## config.mk

```make
export PLATFORM = sky130hd
export DESIGN_NAME = rgb_to_yuv_encoder
export DESIGN_NICKNAME = d
export VERILOG_FILES = /design/src/rtl/rgb_to_yuv_encoder.sv
export SDC_FILE = /design/constraint.sdc
export NUM_CORES = 1
export LEC_CHECK = 0
export BUFFER_PORTS_ARGS = -buffer_cell sky130_fd_sc_hd__clkbuf_2
export CAP_MARGIN = 20
export CORE_MARGIN = 5
export CORE_UTILIZATION = 52
export CTS_BUF_LIST = sky130_fd_sc_hd__clkbuf_8
export DETAILED_ROUTE_END_ITERATION = 8
export PLACE_DENSITY = 0.67
export SLEW_MARGIN = 20
export SYNTH_ARGS = -nofsm -noshare
export SYNTH_HDL_FRONTEND = slang
export SYNTH_SLANG_ARGS = --single-unit
```

## constraint.sdc

```tcl
create_clock -name Clock -period 10.1 [get_ports Clock]
set_input_delay 1.01 -clock Clock [delete_from_list [all_inputs] [get_ports Clock]]
set_output_delay 1.01 -clock Clock [all_outputs]
set_load 0.01 [all_outputs]
```

## src/rtl/rgb_to_yuv_encoder.sv

```systemverilog
// RGB frame in SRAM -> Y/U/V planes in SRAM, 4-pixel groups, U/V decimated 2:1 (optional 3-tap filter under CHROMA_FILTER_EN).
// Latency: 12-cycle group period; group g is written in period g+1, Stop rises 12*groups+11 cycles after Start.
// Backpressure: none; the block owns the SRAM port while running and Start is ignored outside IDLE.
module rgb_to_yuv_encoder #(
    parameter int Y_START    = 0,
    parameter int U_START    = 38400,
    parameter int V_START    = 57600,
    parameter int RGB_START  = 146944,
    parameter int IMG_WIDTH  = 320,
    parameter int IMG_HEIGHT = 240
) (
    input  logic        Clock,
    input  logic        Reset,
    input  logic        Start,
    output logic        Stop,
    output logic [17:0] SRAM_address,
    output logic [15:0] SRAM_write_data,
    output logic        SRAM_we_n,
    input  logic [15:0] SRAM_read_data
);

    localparam int          GROUPS     = IMG_WIDTH * IMG_HEIGHT / 4;
    localparam logic [17:0] LAST_GROUP = 18'(GROUPS - 1);
    localparam logic [17:0] Y_BASE     = 18'(Y_START);
    localparam logic [17:0] U_BASE     = 18'(U_START);
    localparam logic [17:0] V_BASE     = 18'(V_START);
    localparam logic [17:0] RGB_BASE   = 18'(RGB_START);

    typedef enum logic [1:0] {IDLE, RUN, FLUSH, DONE} state_t;

    state_t             state, state_next;
    logic [3:0]         phase;
    logic [17:0]        rd_group, rd_addr, wr_group;
    logic               have_prev;
    logic               busy, do_read, do_capture, do_snap, do_write;
    logic [2:0]         cap_idx;
    logic [1:0]         wr_sel;
    logic [15:0]        rgb_word [6];
    logic [15:0]        wr_word [4];
    logic [7:0]         y_res [4];
    logic [7:0]         u_res [4];
    logic [7:0]         v_res [4];
    logic [1:0]         cpx, cch;
    logic [7:0]         pix_r, pix_g, pix_b;
    logic signed [31:0] coef_r, coef_g, coef_b, offset;
    logic signed [31:0] prod_r, prod_g, prod_b, sum;
    logic [7:0]         conv_res;
    logic [7:0]         u_out0, u_out2, v_out0, v_out2;

    always_ff @(posedge Clock or posedge Reset) begin
        if (Reset) state <= IDLE;
        else       state <= state_next;
    end

    // Reads show in cycles 1..6 of a period, writes of the previous group in 7..10.
    always_comb begin
        state_next = state;
        busy       = (state == RUN) || (state == FLUSH);
        do_read    = (state == RUN) && (phase <= 4'd5);
        do_capture = (state == RUN) && (phase >= 4'd3) && (phase <= 4'd8);
        do_snap    = busy && have_prev && (phase == 4'd5);
        do_write   = busy && have_prev && (phase >= 4'd6) && (phase <= 4'd9);
        cap_idx    = 3'(phase - 4'd3);
        wr_sel     = phase[1:0] - 2'd2;
        unique case (state)
            IDLE:    if (Start) state_next = RUN;
            RUN:     if (phase == 4'd11 && rd_group == LAST_GROUP) state_next = FLUSH;
            FLUSH:   if (phase == 4'd9) state_next = DONE;
            DONE:    state_next = IDLE;
            default: state_next = IDLE;
        endcase
    end

    // One channel of one pixel per cycle; pixels 2/3 finish early in the following period.
    always_comb begin
        cpx = 2'd0;
        cch = 2'd0;
        case (phase)
            4'd5:  begin cpx = 2'd0; cch = 2'd0; end
            4'd6:  begin cpx = 2'd0; cch = 2'd1; end
            4'd7:  begin cpx = 2'd0; cch = 2'd2; end
            4'd8:  begin cpx = 2'd1; cch = 2'd0; end
            4'd9:  begin cpx = 2'd1; cch = 2'd1; end
            4'd10: begin cpx = 2'd1; cch = 2'd2; end
            4'd11: begin cpx = 2'd2; cch = 2'd0; end
            4'd0:  begin cpx = 2'd2; cch = 2'd1; end
            4'd1:  begin cpx = 2'd2; cch = 2'd2; end
            4'd2:  begin cpx = 2'd3; cch = 2'd0; end
            4'd3:  begin cpx = 2'd3; cch = 2'd1; end
            4'd4:  begin cpx = 2'd3; cch = 2'd2; end
            default: begin cpx = 2'd0; cch = 2'd0; end
        endcase
    end

    always_comb begin
        case (cpx)
            2'd0:    {pix_r, pix_g, pix_b} = {rgb_word[0], rgb_word[1][15:8]};
            2'd1:    {pix_r, pix_g, pix_b} = {rgb_word[1][7:0], rgb_word[2]};
            2'd2:    {pix_r, pix_g, pix_b} = {rgb_word[3], rgb_word[4][15:8]};
            default: {pix_r, pix_g, pix_b} = {rgb_word[4][7:0], rgb_word[5]};
        endcase
        case (cch)
            2'd0: begin
                coef_r = 32'sd16843;  coef_g = 32'sd33030;  coef_b = 32'sd6423;
                offset = 32'sd1081344;
            end
            2'd1: begin
                coef_r = -32'sd9699;  coef_g = -32'sd19071; coef_b = 32'sd28770;
                offset = 32'sd8421376;
            end
            default: begin
                coef_r = 32'sd28770;  coef_g = -32'sd24117; coef_b = -32'sd4653;
                offset = 32'sd8421376;
            end
        endcase
        prod_r = $signed({24'd0, pix_r}) * coef_r;
        prod_g = $signed({24'd0, pix_g}) * coef_g;
        prod_b = $signed({24'd0, pix_b}) * coef_b;
        sum    = prod_r + prod_g + prod_b + offset;
        if (sum[31])             conv_res = 8'd0;
        else if (|sum[30:24])    conv_res = 8'hFF;
        else                     conv_res = sum[23:16];
    end

    always_ff @(posedge Clock or posedge Reset) begin
        if (Reset) begin
            for (int i = 0; i < 4; i++) begin
                y_res[i] <= '0;
                u_res[i] <= '0;
                v_res[i] <= '0;
            end
        end else if (busy) begin
            case (cch)
                2'd0:    y_res[cpx] <= conv_res;
                2'd1:    u_res[cpx] <= conv_res;
                default: v_res[cpx] <= conv_res;
            endcase
        end
    end

`ifdef CHROMA_FILTER_EN
    localparam logic [17:0] LAST_COL = 18'(IMG_WIDTH / 4 - 1);
    logic [7:0]  hist_u, hist_v, left_u, left_v;
    logic [17:0] wr_col;

    // At a row start the left neighbour is clamped to the group's own pixel 0.
    always_comb begin
        left_u = (wr_col == '0) ? u_res[0] : hist_u;
        left_v = (wr_col == '0) ? v_res[0] : hist_v;
        u_out0 = 8'(({2'b00, left_u} + {1'b0, u_res[0], 1'b0} + {2'b00, u_res[1]} + 10'd2) >> 2);
        u_out2 = 8'(({2'b00, u_res[1]} + {1'b0, u_res[2], 1'b0} + {2'b00, u_res[3]} + 10'd2) >> 2);
        v_out0 = 8'(({2'b00, left_v} + {1'b0, v_res[0], 1'b0} + {2'b00, v_res[1]} + 10'd2) >> 2);
        v_out2 = 8'(({2'b00, v_res[1]} + {1'b0, v_res[2], 1'b0} + {2'b00, v_res[3]} + 10'd2) >> 2);
    end

    always_ff @(posedge Clock or posedge Reset) begin
        if (Reset) begin
            hist_u <= '0;
            hist_v <= '0;
            wr_col <= '0;
        end else if (state == IDLE && Start) begin
            wr_col <= '0;
        end else begin
            if (do_snap) begin
                hist_u <= u_res[3];
                hist_v <= v_res[3];
            end
            if (do_write && phase == 4'd9)
                wr_col <= (wr_col == LAST_COL) ? '0 : wr_col + 18'd1;
        end
    end
`else
    always_comb begin
        u_out0 = u_res[0];
        u_out2 = u_res[2];
        v_out0 = v_res[0];
        v_out2 = v_res[2];
    end
`endif

    always_ff @(posedge Clock or posedge Reset) begin
        if (Reset) begin
            Stop            <= 1'b0;
            SRAM_address    <= '0;
            SRAM_write_data <= '0;
            SRAM_we_n       <= 1'b1;
            phase           <= '0;
            rd_group        <= '0;
            rd_addr         <= RGB_BASE;
            wr_group        <= '0;
            have_prev       <= 1'b0;
            for (int i = 0; i < 6; i++) rgb_word[i] <= '0;
            for (int i = 0; i < 4; i++) wr_word[i] <= '0;
        end else begin
            SRAM_we_n <= 1'b1;
            if (state == IDLE && Start) begin
                Stop      <= 1'b0;
                phase     <= '0;
                rd_group  <= '0;
                rd_addr   <= RGB_BASE;
                wr_group  <= '0;
                have_prev <= 1'b0;
            end
            if (state == DONE) Stop <= 1'b1;
            if (busy) phase <= (phase == 4'd11) ? 4'd0 : phase + 4'd1;
            if (state == RUN && phase == 4'd11) begin
                have_prev <= 1'b1;
                rd_group  <= rd_group + 18'd1;
            end
            if (do_read) begin
                SRAM_address <= rd_addr;
                rd_addr      <= rd_addr + 18'd1;
            end
            if (do_write) begin
                SRAM_we_n       <= 1'b0;
                SRAM_write_data <= wr_word[wr_sel];
                case (phase)
                    4'd6:    SRAM_address <= Y_BASE + {wr_group[16:0], 1'b0};
                    4'd7:    SRAM_address <= Y_BASE + {wr_group[16:0], 1'b1};
                    4'd8:    SRAM_address <= U_BASE + wr_group;
                    default: begin
                        SRAM_address <= V_BASE + wr_group;
                        wr_group     <= wr_group + 18'd1;
                    end
                endcase
            end
            if (do_capture) rgb_word[cap_idx] <= SRAM_read_data;
            // Freeze the finished group before the next group's pixel 0 overwrites the results.
            if (do_snap) begin
                wr_word[0] <= {y_res[0], y_res[1]};
                wr_word[1] <= {y_res[2], y_res[3]};
                wr_word[2] <= {u_out0, u_out2};
                wr_word[3] <= {v_out0, v_out2};
            end
        end
    end

endmodule

```

### Word level (Yosys, flattened, before mapping)

Memories as Yosys holds them, arrays and structs flattened.
Index checks and enable logic that the tools add are counted.

* bits in registers: 353
* ROM bits: 64
* memories kept: 1

* add/subtract/negate cells: 11
* multipliers: 3
* order comparisons: 10
* eq/ne operators: 16
* multiplexer cells: 41
* bitwise operators: 4
* reduce and logical (&&, ||, !) cells: 28

Memory list
* (no name shown): depth 16, bits a word 4, rd ports 1, clocked after memory_dff 0, wr ports 0, line 78 `case (phase)`

Operators with widths (count)
* 32-bit case mux with 2 select lines: 3
* 18-bit 2-to-1 mux: 9
* 32-bit adder: 3
* 32-bit bitwise mux: 3
* 96-bit bitwise mux: 1
* 9-bit by 32-bit multiplier with 32-bit output: 3
* 8-bit case mux with 3 select lines: 3
* 18-bit by 1-bit adder with 18-bit output, second input constant: 3
* 18-bit case mux with 3 select lines: 1
* 16-bit demux with 3-bit select: 1
* 16-bit 2-to-1 mux: 3
* 16-bit by 18-bit adder with 18-bit output, first input constant: 2
* 16-bit binary-select mux with 2-bit select: 1
* 24-bit 2-to-1 mux: 1
* 8-bit 2-to-1 mux: 3
* 18-bit by 15-bit == test with 1-bit output, second input constant: 1
* 8-bit demux with 2-bit select: 1
* 4-bit by 3-bit == test with 1-bit output, second input constant: 3
* 4-bit == test, second input constant: 3
* 1-bit logical AND: 12
* 4-bit 2-to-1 mux: 3
* 2-bit nonzero test: 5
* 4-bit <= comparator, second input constant: 2
* 2-bit case mux with 4 select lines: 1
* 26 further kinds: 42

### Longest topological paths before layout

An unclocked memory read counts as a cell.

* depth in word-level cells: 11
* gate-level depth with buffers: 39
* gate-level depth less buffers: 34

### Worst setup path after synthesis

Ideal clock, no wire load.

* path type: reg2reg
* from: register phase[2]
* to: register u_res (netlist bit u_out0[0])
* library setup time: 0.138 ns
* arrival time: 9.033 ns
* required time: 9.962 ns
* slack: 0.929 ns
* cell stages (with the launch flop): 38
* cell sequence: dfrtp_1 buf_2 buf_1 inv_1 ha_1 nor3_1 clkbuf_1 nand2_1 nand3_1 o21a_1 nand2_1 inv_1 nand2_1 inv_1 fa_1 fa_1 inv_1 fa_1 [... 2 more ...] inv_1 fa_1 inv_1 fa_1 inv_1 fa_1 inv_1 ha_1 clkbuf_1 nand4_1 nor3_1 o21ai_0 a31oi_1 a31oi_1 or4_1 buf_6 o41ai_4 o21ai_1

* cells in the longest elaborated chain, start to end: 11
* elaborated cells on any way between the ends: 30

RTL lines
* from (decl): line 32 `logic [3:0] phase;`
* from (signal assigned): line 205 `if (busy) phase <= (phase == 4'd11) ? 4'd0 : phase + 4'd1;`
* memory 16 x 4 bit *
* 2-bit == test (tied with other cells): line 96 `case (cpx)`
* 8-bit case mux with 3 select lines or 32-bit case mux with 2 select lines (tied branches): line 96, 102
* 9-bit by 32-bit multiplier with 32-bit output, on equally long branches: line 116, 117
* 32-bit adder (3 in series): line 119 `sum = prod_r + prod_g + prod_b + offset;`
* 7-bit OR reduction: line 121 `else if (|sum[30:24]) conv_res = 8'hFF;`
* 8-bit 2-to-1 mux: line 121
* 8-bit 2-to-1 mux: line 120 `if (sum[31]) conv_res = 8'd0;`
* 32-bit bitwise mux: line 135 `2'd1: u_res[cpx] <= conv_res;`
* to (signal, indexed assignment): line 135
* to (decl): line 41 `logic [7:0] u_res [4];`

Every way passes the cells marked *; elsewhere a longest branch is shown, timed or not.
A chain may end at the register's enable or synchronous reset.

### Worst setup path after layout

* from: register phase[1]
* to: register y_res[8] (netlist bit)

* cells in the longest elaborated chain, start to end: 11
* elaborated cells on any way between the ends: 30

RTL lines
* memory 16 x 4 bit *
* 2-bit == test (tied with other cells): line 96
* 8-bit case mux with 3 select lines or 32-bit case mux with 2 select lines (tied branches): line 96, 102
* 9-bit by 32-bit multiplier with 32-bit output, on equally long branches: line 116, 117
* 32-bit adder (3 in series): line 119
* 7-bit OR reduction: line 121
* 8-bit 2-to-1 mux: line 121
* 8-bit 2-to-1 mux: line 120
* 32-bit bitwise mux: line 134 `2'd0: y_res[cpx] <= conv_res;`
* to (signal, indexed assignment): line 134
* to (decl): line 40 `logic [7:0] y_res [4];`

Marked as above.

==> out/qor.csv <==
stage,metric,value,unit
synthesis,Synth Instances,2837,
synthesis,"EDFF count, synth",0,
placement,pre-CTS setup slack,0.0263,ns
routing,drt first-iter violations,1511,
die,Starting Density,52.5,%
die,Rows,85,
die,area of the die,59200,sq um
cts,Worst-path clk slew,0.07,ns
setup_path,"Max FO, Critical Path",13,
worst_hold_path,Hold Path Class,in2async,
global_routing,vias in the first global route,21695,
setup_path,Worst R2R Path Depth,30,
placement,I/O Buffers,54,
setup_path,crit end category,flip-flop,
outcome,status,"finished, final reports clean",
timing,Slew @ Worst Pin,1.03,ns
routing,vias post-DR,20349,
global_routing,initial antenna violation count,1,
routing,final WL,72.4,mm
synthesis,Synth area leaders,"dfrtp_1 28%, fa_1 25%, ha_1 9.0%, inv_1 7.9%, mux2_2 7.1%",
routing,DRT Pass-1 Iters,5,
routing,wire length per cell,19.8,um
timing,Setup Skew,0.0418,ns
cts,CTS Buffer Depth,3,
setup_path,kind of start point of the critical path,flip-flop,
timing,fin crit share,96.6,%
synthesis,cell taking the most area after synthesis,dfrtp_1,
cts,total CTS buffers,52,
job,Max Cap Viol,0,
finish,layout cells sized above 1,15.3,%
global_routing,gr usage total,25.1,%
global_routing,grt ovf,0,
timing,f_max,103,MHz
synthesis,Synth Flop Type,dfrtp_1,
synthesis,sequential area share after synthesis,28.4,%
setup_path,Crit path required time,10.61,ns
cts,CTS Root Cell,clkbuf_8,
cts,H-tree levels,2,
cts,TritonCTS Sinks,321,
die,I/O pins,55,
placement,dpl hpwl,57.1,mm
synthesis,post-synthesis async set-or-reset flop share,100,%
die,chip width,243,um
synthesis,Yosys warnings,0,
synthesis,#FFs+latches synth,321,
routing,ANT nets after route,0,
timing,final hold viol count,0,
global_routing,first-pass GRT wire length,118,mm
setup_path,kind of critical path,reg2reg,
cts,clk_lat worst skew,0.65,ns
routing,vias per cell,5.57,
setup_path,"Slowest-stage cell, CP",fa_1,
synthesis,Mapped Area,28300,sq um
die,core area,53900,sq um
placement,Routability Congestion,0.997,
finish,Nets,3484,
synthesis,library cells used by synthesis,74,
synthesis,share of the synthesized area in the top cell type,27.8,%
global_routing,largest net degree at the start of global routing,165,
timing,final worst slack,0.346,ns
synthesis,syn_nets,3411,
timing,Max-Slew Margin vs Limit,31.2,%
setup_path,CP Data Arrival Time,10.26,ns
timing,endpoints failing setup,0,
setup_path,"Largest stage delay, worst path",0.56,ns
die,DIE HEIGHT,243,um
synthesis,Mean Syn Cell Area,9.98,sq um
cts,TritonCTS clock tree,built,
timing,Final min period,9.75,ns
timing,count of pins over their slew limit,0,
setup_path,cell mode on critical path,fa_1,
routing,# DRC,0,
finish,Area growth syn-to-layout,9.35,%
[synthesized netlist by cell type (39+ instances only)]
library cell	number
o21ai_0	166
o21ai_1	39
nand3_1	77
fa_1	352
a21oi_1	52
nor2_1	135
nand2_1	293
mux2_2	178
dfrtp_1	314
clkbuf_1	91
ha_1	203
inv_1	597
[registers in the layout, summed over array words and instances (netlist names), 2 cells and up]
name and cells:
y_res 32, u_out0 8, rd_group 18, phase 4, v_out2 8, rd_addr 18
state 2, v_out0 8, wr_group 18, wr_word 64, u_out2 8, rgb_word 96
SRAM_write_data 16, SRAM_address 18
[final timing paths]
| check | from | to | slack (ns) |
|---|---|---|---|
| max reg2reg | phase[1] | y_res[8] | 0.35 |
| min in group Clock | u_out2[4] | u_out2[4] | 0.48 |
| min reg2reg | u_out2[4] | u_out2[4] | 0.48 |
| max | phase[1] | y_res[8] | 0.35 |
| min | Reset | rd_addr[14] | 0.45 |
| max in group asynchronous | Reset | rgb_word[42] | 8.25 |
[cells by family after synthesis]
kind of cell	share of synthesized area [%]
AOI/OAI and AO/OA	8.75
xor gates and xnor gates	0.592
adders and majority gates	33.9
buffers and inverters	9.35
DFF	28.4
muxes	8.64
and+or+nand+nor	10.4
[repair_timing]
action,4_1_cts,5_1_grt
setup endpoints to repair,0,64
resized for setup,0,26
hold buffers,0,0
setup buffers,0,7
[stage by stage]
| stage | instance area (sq um) | utilization [%] | TNS (ns) | std cells | hold WS [ns] |
|---|---|---|---|---|---|
| after global placement | 29600 | 54.9 | 0 | 3545 | 0.457 |
| after detailed placement | 29600 | 54.9 | 0 | 3545 | 0.466 |
| final | 30900 | 57.4 | 0 | 3651 | 0.446 |
| after CTS | 30800 | 57.2 | 0 | 3643 | 0.480 |
| after global routing | 30900 | 57.4 | -0.00356 | 3651 | 0.499 |
| after floorplan | 28300 | - | 0 | 2837 | 0.446 |
[layout make-up]
type                    instances  area [sq um]
diodes                          1          2.50
clock buffers                  70           963
clock inverters                28           254
fillers                      4594         23000
inverters                     597          2250
multi-input cells            1815         17700
flip-flops and latches        321          8040
well taps                     696           871
repair buffers                123           842
[layout by cell type, fill, tap and decap left out, types with 70 or more instances in the layout]
master,count
nor2_1,132
nand2_1,293
dfrtp_1,314
inv_1,606
o21ai_0,162
ha_1,200
mux2_2,178
nand3_1,76
clkbuf_8,70
fa_1,349
[layer usage]
layer  vias up  routed length, um  global-route usage [%]
met5         -                  0                       0
met2       576              34300                    41.1
met4         0               1560                    5.67
met3        87               4360                    3.83
li1       9294                  -                       -
met1     10392              32100                    35.9
[worst max-delay path: cells and delay by family, from the launching register on]
kind                     cells  cell delay, ns
buffers and inverters        7            1.06
flip-flops                   1            0.50
AND/OR/NAND/NOR              8            2.22
adder cells (fa/ha/maj)      9            4.60
AO/OA/AOI/OAI                6            1.27
Power is not shown: default switching activity piles up to over one toggle a cycle in this logic, so the estimate is an artifact.
